**src/rtl/bitfusion_ctrl.sv**
```systemverilog
// Tile sequencer for an N x N bit-fusion systolic array: fills IBUF/WBUF from a
// valid/ready stream, clears accumulators, issues skewed read enables, then drains.
module bitfusion_ctrl #(
  parameter int ARRAY_SIZE = 2,
  parameter int DATA_W     = 32,
  parameter int DRAIN      = 2
) (
  input  logic                             clk,
  input  logic                             RST,
  input  logic                             start,
  input  logic [2:0]                       cfg_ibw,
  input  logic [2:0]                       cfg_wbw,
  input  logic                             in_valid,
  output logic                             in_ready,
  input  logic [DATA_W-1:0]                in_data,
  output logic [DATA_W-1:0]                data_in,
  output logic [ARRAY_SIZE-1:0]            IBUF_wr_en,
  output logic [ARRAY_SIZE*ARRAY_SIZE-1:0] WBUF_wr_en,
  output logic [ARRAY_SIZE-1:0]            input_rd_en,
  output logic [ARRAY_SIZE*ARRAY_SIZE-1:0] weight_rd_en,
  output logic [ARRAY_SIZE-1:0]            acc_clear,
  output logic [2:0]                       input_bitwidth,
  output logic [2:0]                       weight_bitwidth,
  output logic                             busy,
  output logic                             done,
  output logic                             cfg_err
);

  localparam int N  = ARRAY_SIZE;
  localparam int LW = $clog2(N * N + 1);
  localparam int TW = $clog2(2 * N + DRAIN + 8) + 1;

  typedef enum logic [2:0] {
    S_IDLE, S_LOAD_I, S_LOAD_W, S_CLEAR, S_COMPUTE, S_DRAIN, S_DONE
  } state_t;

  state_t            state, next_state;
  logic [TW-1:0]     t;
  logic [LW-1:0]     lcnt;
  logic              accept, cfg_ok;
  logic [N-1:0]      ibuf_hot;
  logic [N*N-1:0]    wbuf_hot;
  int                k, compute_last;

  function automatic logic legal_code(input logic [2:0] code);
    return (code == 3'b001) || (code == 3'b010) || (code == 3'b100);
  endfunction

  assign cfg_ok    = legal_code(cfg_ibw) && legal_code(cfg_wbw);
  assign in_ready  = (state == S_LOAD_I) || (state == S_LOAD_W);
  assign accept    = in_valid && in_ready;
  assign busy      = (state != S_IDLE);
  assign done      = (state == S_DONE);
  assign acc_clear = {N{state == S_CLEAR}};

  always_comb begin
    k = 4;
    case (weight_bitwidth)
      3'b001:  k = 1;
      3'b010:  k = 2;
      default: k = 4;
    endcase
    compute_last = 2 * (N - 1) + k - 1;
  end

  always_comb begin
    next_state = state;
    case (state)
      S_IDLE:    if (start && cfg_ok) next_state = S_LOAD_I;
      S_LOAD_I:  if (accept && int'(lcnt) == N - 1) next_state = S_LOAD_W;
      S_LOAD_W:  if (accept && int'(lcnt) == N * N - 1) next_state = S_CLEAR;
      S_CLEAR:   next_state = S_COMPUTE;
      S_COMPUTE: if (int'(t) == compute_last) next_state = (DRAIN > 0) ? S_DRAIN : S_DONE;
      S_DRAIN:   if (int'(t) == DRAIN - 1) next_state = S_DONE;
      S_DONE:    next_state = S_IDLE;
      default:   next_state = S_IDLE;
    endcase
  end

  // Write strobes are one-hot on the beat index; WBUF is row-major, bit r*N+c.
  always_comb begin
    ibuf_hot = '0;
    wbuf_hot = '0;
    for (int i = 0; i < N; i++) ibuf_hot[i] = (int'(lcnt) == i);
    for (int i = 0; i < N * N; i++) wbuf_hot[i] = (int'(lcnt) == i);
  end

  // FU (r,c) sees its wavefront r+c steps after the first, for K beats.
  always_comb begin
    input_rd_en  = '0;
    weight_rd_en = '0;
    if (state == S_COMPUTE) begin
      for (int r = 0; r < N; r++) begin
        input_rd_en[r] = (r <= int'(t)) && (int'(t) < r + k);
        for (int c = 0; c < N; c++)
          weight_rd_en[r*N+c] = (r + c <= int'(t)) && (int'(t) < r + c + k);
      end
    end
  end

  always_ff @(posedge clk) begin
    if (RST) begin
      state           <= S_IDLE;
      t               <= '0;
      lcnt            <= '0;
      data_in         <= '0;
      IBUF_wr_en      <= '0;
      WBUF_wr_en      <= '0;
      input_bitwidth  <= '0;
      weight_bitwidth <= '0;
      cfg_err         <= 1'b0;
    end else begin
      state      <= next_state;
      IBUF_wr_en <= '0;
      WBUF_wr_en <= '0;
      cfg_err    <= (state == S_IDLE) && start && !cfg_ok;
      if (state == S_IDLE && start && cfg_ok) begin
        input_bitwidth  <= cfg_ibw;
        weight_bitwidth <= cfg_wbw;
      end
      if (accept) begin
        data_in <= in_data;
        lcnt    <= (next_state != state) ? '0 : lcnt + LW'(1);
        if (state == S_LOAD_I) IBUF_wr_en <= ibuf_hot;
        else                   WBUF_wr_en <= wbuf_hot;
      end
      if (next_state != state)
        t <= '0;
      else if (state == S_COMPUTE || state == S_DRAIN)
        t <= t + TW'(1);
    end
  end

endmodule

```
**config.mk**
```make
export PLATFORM = sky130hd
export DESIGN_NAME = bitfusion_ctrl
export DESIGN_NICKNAME = d
export VERILOG_FILES = /design/src/rtl/bitfusion_ctrl.sv
export SDC_FILE = /design/constraint.sdc
export NUM_CORES = 1
export LEC_CHECK = 0
export ABC_AREA = 1
export BUFFER_PORTS_ARGS = -buffer_cell sky130_fd_sc_hd__clkbuf_2
export CORE_MARGIN = 4
export CORE_UTILIZATION = 44
export DETAILED_ROUTE_END_ITERATION = 8
export PLACE_DENSITY_LB_ADDON = 0.15
export SLEW_MARGIN = 10
export SYNTH_ARGS = -nofsm -noshare
export SYNTH_HDL_FRONTEND = slang
export SYNTH_SLANG_ARGS = --single-unit
```
**constraint.sdc**
```tcl
create_clock -name clk -period 2.15 [get_ports clk]
set_clock_uncertainty 0.05 [all_clocks]
set_input_delay 0.1075 -clock clk [delete_from_list [all_inputs] [get_ports clk]]
set_output_delay 0.1075 -clock clk [all_outputs]
set_load 0.05 [all_outputs]
```
## Word level (Yosys, flattened, before mapping)

Index checks and enable logic that the tools add are counted.

| storage, ports and cells | value |
|---|---|
| register bits | 56 |
| input port bits | 42 |
| logic and storage cells | 74 |

| cells by class | value |
|---|---|
| add/sub/neg operators | 5 |
| order comparisons | 5 |
| eq/ne operators | 20 |
| multiplexer cells | 10 |
| bitwise operators | 2 |
| reductions and logical operators | 23 |

Operators by type and width:

| kind | count |
|---|---|
| less-than comparator 6 x 32 -> 1 bit | 3 |
| adder 2 x 32 -> 32 bit, first input constant | 1 |
| adder 3 x 32 -> 32 bit, first input constant | 1 |
| equality test 6 x 32 -> 1 bit | 1 |
| subtractor 32 x 2 -> 32 bit, second input constant | 1 |
| equality test 3 bit, second input constant | 7 |
| equality test 3 x 2 -> 1 bit, second input constant | 6 |
| 2-to-1 mux 3 bit | 6 |
| one-hot mux 3 bit (6 select lines) | 1 |
| equality test 3 x 1 -> 1 bit, second input constant | 4 |
| logical AND 1 bit | 10 |
| zero test 3 bit | 2 |
| logical OR 1 bit | 6 |
| one-hot mux 3 bit (2 select lines) | 1 |
| OR reduction 3 bit | 2 |
| adder 5 x 1 -> 5 bit, second input constant | 1 |
| equality test 5 x 2 -> 1 bit, second input constant | 1 |
| less-or-equal comparator 1 x 5 -> 1 bit, first input constant | 1 |
| less-or-equal comparator 2 x 5 -> 1 bit, first input constant | 1 |
| 2-to-1 mux 4 bit | 1 |
| adder 3 x 1 -> 3 bit, second input constant | 1 |
| != test 3 bit | 1 |
| nonzero test 3 bit | 1 |
| 2-to-1 mux 2 bit | 1 |
| 3 further kinds | 4 |

## Longest topological paths before layout

| depth | value |
|---|---|
| depth after elaboration | 9 |
| mapped depth | 15 |

## Least setup slack after synthesis

Ideal clock, no wire load.

| path | value |
|---|---|
| path type | reg2out |
| start point | register weight_bitwidth[0] |
| end point | output weight_rd_en[1] |
| arrival | 3.973 ns |
| data required time | 1.992 ns |
| slack | -1.980 ns |
| stages on the path, launching flop included | 13 |
| buffers on the path | 1 |
| cells stage by stage | dfxtp_1 > inv_1 > nor3_1 > inv_1 > ha_1 > inv_1 > ha_1 > inv_1 > o21bai_1 > a21oi_1 > nor2_1 > nor4_1 > buf_4 |

| on the way | value |
|---|---|
| longest elaborated chain between the ends | 6 |
| elaborated cells between the ends (all ways) | 7 |
| those cells by class | 1 x add/sub; 1 x order compare; 2 x eq/ne; 2 x mux; 1 x reduce/logical |

Ends and longest elaborated chain:

| item | line | source |
|---|---|---|
| start: declaration | 23 | `output logic [2:0] weight_bitwidth,` |
| start signal: assignment | 119 | `weight_bitwidth <= cfg_wbw;` |
| equality test 3 x 2 -> 1 bit / equality test 3 x 1 -> 1 bit (equally long branches) | 58 | `case (weight_bitwidth)` |
| one-hot mux 3 bit (2 select lines) * | 58 |  |
| adder 2 x 32 -> 32 bit * | 96 | `weight_rd_en[r*N+c] = (r + c <= int'(t)) && (int'(t) < r + c + k);` |
| less-than comparator 6 x 32 -> 1 bit * | 96 |  |
| logical AND 1 bit * | 96 |  |
| 2-to-1 mux 4 bit * | 92 | `if (state == S_COMPUTE) begin` |
| end: declaration | 20 | `output logic [ARRAY_SIZE*ARRAY_SIZE-1:0] weight_rd_en,` |

Mark *: on every way between the ends. The rest lies on a longest branch, timed or not.

## Worst setup path after layout

| path | value |
|---|---|
| start point | register weight_bitwidth[1] |
| end point | output input_rd_en[1] |

| on the way | value |
|---|---|
| longest elaborated chain between the ends | 6 |
| elaborated cells between the ends (all ways) | 7 |
| those cells by class | 1 x add/sub; 1 x order compare; 2 x eq/ne; 2 x mux; 1 x reduce/logical |

Ends and longest elaborated chain:

| item | line | source |
|---|---|---|
| equality test 3 x 2 -> 1 bit / equality test 3 x 1 -> 1 bit (equally long branches) | 58 |  |
| one-hot mux 3 bit (2 select lines) * | 58 |  |
| adder 2 x 32 -> 32 bit * | 94 | `input_rd_en[r] = (r <= int'(t)) && (int'(t) < r + k);` |
| less-than comparator 6 x 32 -> 1 bit * | 94 |  |
| logical AND 1 bit * | 94 |  |
| 2-to-1 mux 2 bit * | 92 |  |
| end: declaration | 19 | `output logic [ARRAY_SIZE-1:0] input_rd_en,` |

Marked as above.

==> results.yml <==
clock_network:
  insertion_delay_ns: 0.31
  clock-root-buffer: "clkbuf_8"
  cts.clk_slew.worst_paths_ns: 0.10
  cts_max_path_buffers: 2
  clock-sinks: 56
  cts_tree: "yes"
  h-tree-depth: 2
  cts_buffers: 5
floorplan:
  fp.dieArea_mm2: 0.00723
  io_pins: 98
  die_x_um: 85
  num_rows: 27
  initial_core_util_pct: 46.2
  die_y_um: 85
  core_mm2: 0.00564
pwr:
  p_switching_mw: 0.534
  p_leak_nw: 1.81
  p_total_mw: 2.06
  clkPwrFrac_pct: 34.1
  power_density_mw_per_mm2: 553
  p_int_mw: 1.53
  max-vdd-ir-drop_mv: 0.542
  seqPwrFrac_pct: 51.7
  p_sw_share_pct: 25.9
  combPwrFrac_pct: 14.2
finish:
  antenna_cells: 0
  finalNonFillerCells: 498
  seq_area_mm2: 0.00113
  drive_gt1_share_pct: 38.3
  nets: 488
  area_growth_pct: 43.0
  multi_input_area_mm2: 0.00133
  design_area_mm2: 0.00373
  n_fill_cell: 481
  fin_util_pct: 66.1
logic_synthesis:
  yosysUniqueCellTypes: 34
  synthArstFlopShare_pct: 0
  yosysTopAreaCell: "dfxtp_1"
  ys_seq_elements: 56
  synth_edf_count: 0
  netlist_instances: 290
  synth_area_per_cell_um2: 9.00
  synth.most_common_cell: "dfxtp_1"
  synthTopCellsByArea: "dfxtp_1 43%, ha_1 10%, a22o_2 5.8%"
  yosysWarnings: 0
  ys.flop_type: "dfxtp_1"
  synth_common_cells: "56 x dfxtp_1, 34 x nand2_1, 33 x inv_1"
  synth_seq_area_share_pct: 43.0
  syn_area_mm2: 0.00261
  synth_top_area_share_pct: 43.0
placed_design:
  postPlaceCellArea_mm2: 0.00320
  place.gp.congestion: 0.861
  io_buffers: 97
  dpl.hpwl_um: 4390
  placed_cells: 457
global_route:
  grt.overflow.total: 0
  grt_pass1_wl_um: 10400
  first_global_vias: 2321
  grt_max_degree: 36
  grt_usage_pct: 17.4
  antenna_found_initial: 0
timing:
  final.period_utilization_pct: 113
  hold_viol: 0
  setup_viol: 4
  setup_ws_ns: -0.286
  slew_headroom_pct: 66.5
  period_needed_ns: 2.44
  worst_slew_pin_slew_ns: 0.498
  setup_tns_ns: -0.957
  fmax_mhz: 411
  final_max_slew_viol_count: 0
  grt_setup_unrepaired: "true"
critical_path:
  worstSetupEndpointType: "output port"
  cp-start-kind: "flop"
  arrival_ns: 2.28
  cp_max_fo: 3
  critPathRequiredTime_ns: 1.99
  path_class: "flop to output port"
  r2r_slack_ns: 0.15
drt:
  firstDrtPassIters: 4
  drc: 0
  routedWlPerCell_um: 12.4
  initialDrtViolationCount: 62
  vias: 2378
  via_per_inst: 4.78
  finalWirelength_um: 6160
  drtAntennaViolNets: 0
run:
  maxCapViolCount: 0
run_status:
  violations: "negative setup slack"
  status: "finished, violations left"
hold_path:
  hold_class: "input pin to flop"
==> through the flow <==
| stage | hold WS (ns) | setup slack [ns] |
|---|---|---|
| detailed placement | 0.284 | -0.242 |
| finish | 0.0214 | -0.286 |
| global placement | 0.280 | -0.187 |
| global route | 0.0262 | -0.425 |
| CTS | 0.00758 | -0.307 |
| floorplan | 0.197 | -0.644 |
==> layout by cell type (no fill, tap or decap), types with 3 or more instances in the layout <==
cell type / instances
a21oi_1: 10
xor2_1: 4
nor2_2: 3
nand2_4: 3
nor2_1: 28
nor3_1: 4
inv_1: 29
clkbuf_2: 91
a22o_2: 15
dfxtp_1: 53
buf_4: 8
clkbuf_8: 9
inv_2: 6
nand2_1: 34
conb_1: 4
dlygate4sd3_1: 32
nor4_1: 3
ha_1: 19
o21ai_0: 4
nand3_1: 17
nand2_2: 5
a22o_1: 17
==> routing by layer <==
metal  share of wire, %  track usage (%)  up-vias
met3                5.7             4.17        5
met5                  0                0        -
met2                 51             30.9       61
met4                1.1             4.32        0
met1                 42             20.9     1082
li1                   -                -     1230
==> timing repair <==
| action | 4_1_cts | 5_1_grt |
|---|---|---|
| endpoints found under the hold margin | 32 | 0 |
| resized for setup | 18 | 4 |
| pin swaps | 5 | 2 |
| endpoints found under the setup margin | 11 | 11 |
| buffers inserted | 1 | 0 |
| hold buffers | 32 | 0 |
==> final cells by class <==
cell class	instances	share of cell area [%]
Clock buffer	5	1.85
Clock inverter	3	1.24
Inverter	37	3.86
Multi-Input combinational cell	188	35.7
Sequential cell	56	30.2
Tap cell	72	2.42
Timing Repair Buffer	137	24.7
==> worst max-delay path, cell delays in order (launching register included) <==
cell	delay, ns
dfxtp_2	0.35
nor3_4	0.20
inv_2	0.07
ha_4	0.27
inv_2	0.04
ha_4	0.20
inv_2	0.05
o21bai_1	0.05
a21oi_1	0.19
nor2_2	0.08
nor4_4	0.21
clkbuf_8	0.25
==> flip-flops by register name, indices dropped and copies added (netlist names) <==
name and flops:
data_in 32, state 3, cfg_err 1, t 5, WBUF_wr_en 4, weight_bitwidth 3, lcnt 3, IBUF_wr_en 2
input_bitwidth 3
==> path summary, 6_finish.rpt <==
| path | startpoint | endpoint | cells past startpoint |
|---|---|---|---|
| max reg2reg | weight_bitwidth[1] | lcnt[2] | 14 |
| min reg2reg | input_bitwidth[2] | input_bitwidth[2] | 2 |
| min | cfg_wbw[1] | weight_bitwidth[1] | 3 |
| max | weight_bitwidth[1] | input_rd_en[1] | 11 |
==> power by group through the flow <==
stage,combinational (mW),clock [mW],sequential [mW]
6_report,0.294,0.703,1.07
5_1_grt,0.320,0.770,1.07
4_1_cts,0.290,0.728,1.07
3_5_place_dp,0.240,0,1.09
3_3_place_gp,0.236,0,1.09
2_1_floorplan,0.107,0,1.15
==> logic make-up (layout without fill, tap and decap cells) <==
group	Yosys count	after routing	share of synthesized area, %
and+or+nand+nor	106	106	20.0
DFF	56	56	43.0
AOI/OAI and AO/OA	53	53	16.1
buffers and inverters	48	182	9.16
adders and majority gates	21	21	10.1
xor gates and xnor gates	4	4	1.34
other	2	4	0.288
Power figures use the tool's default switching activity.
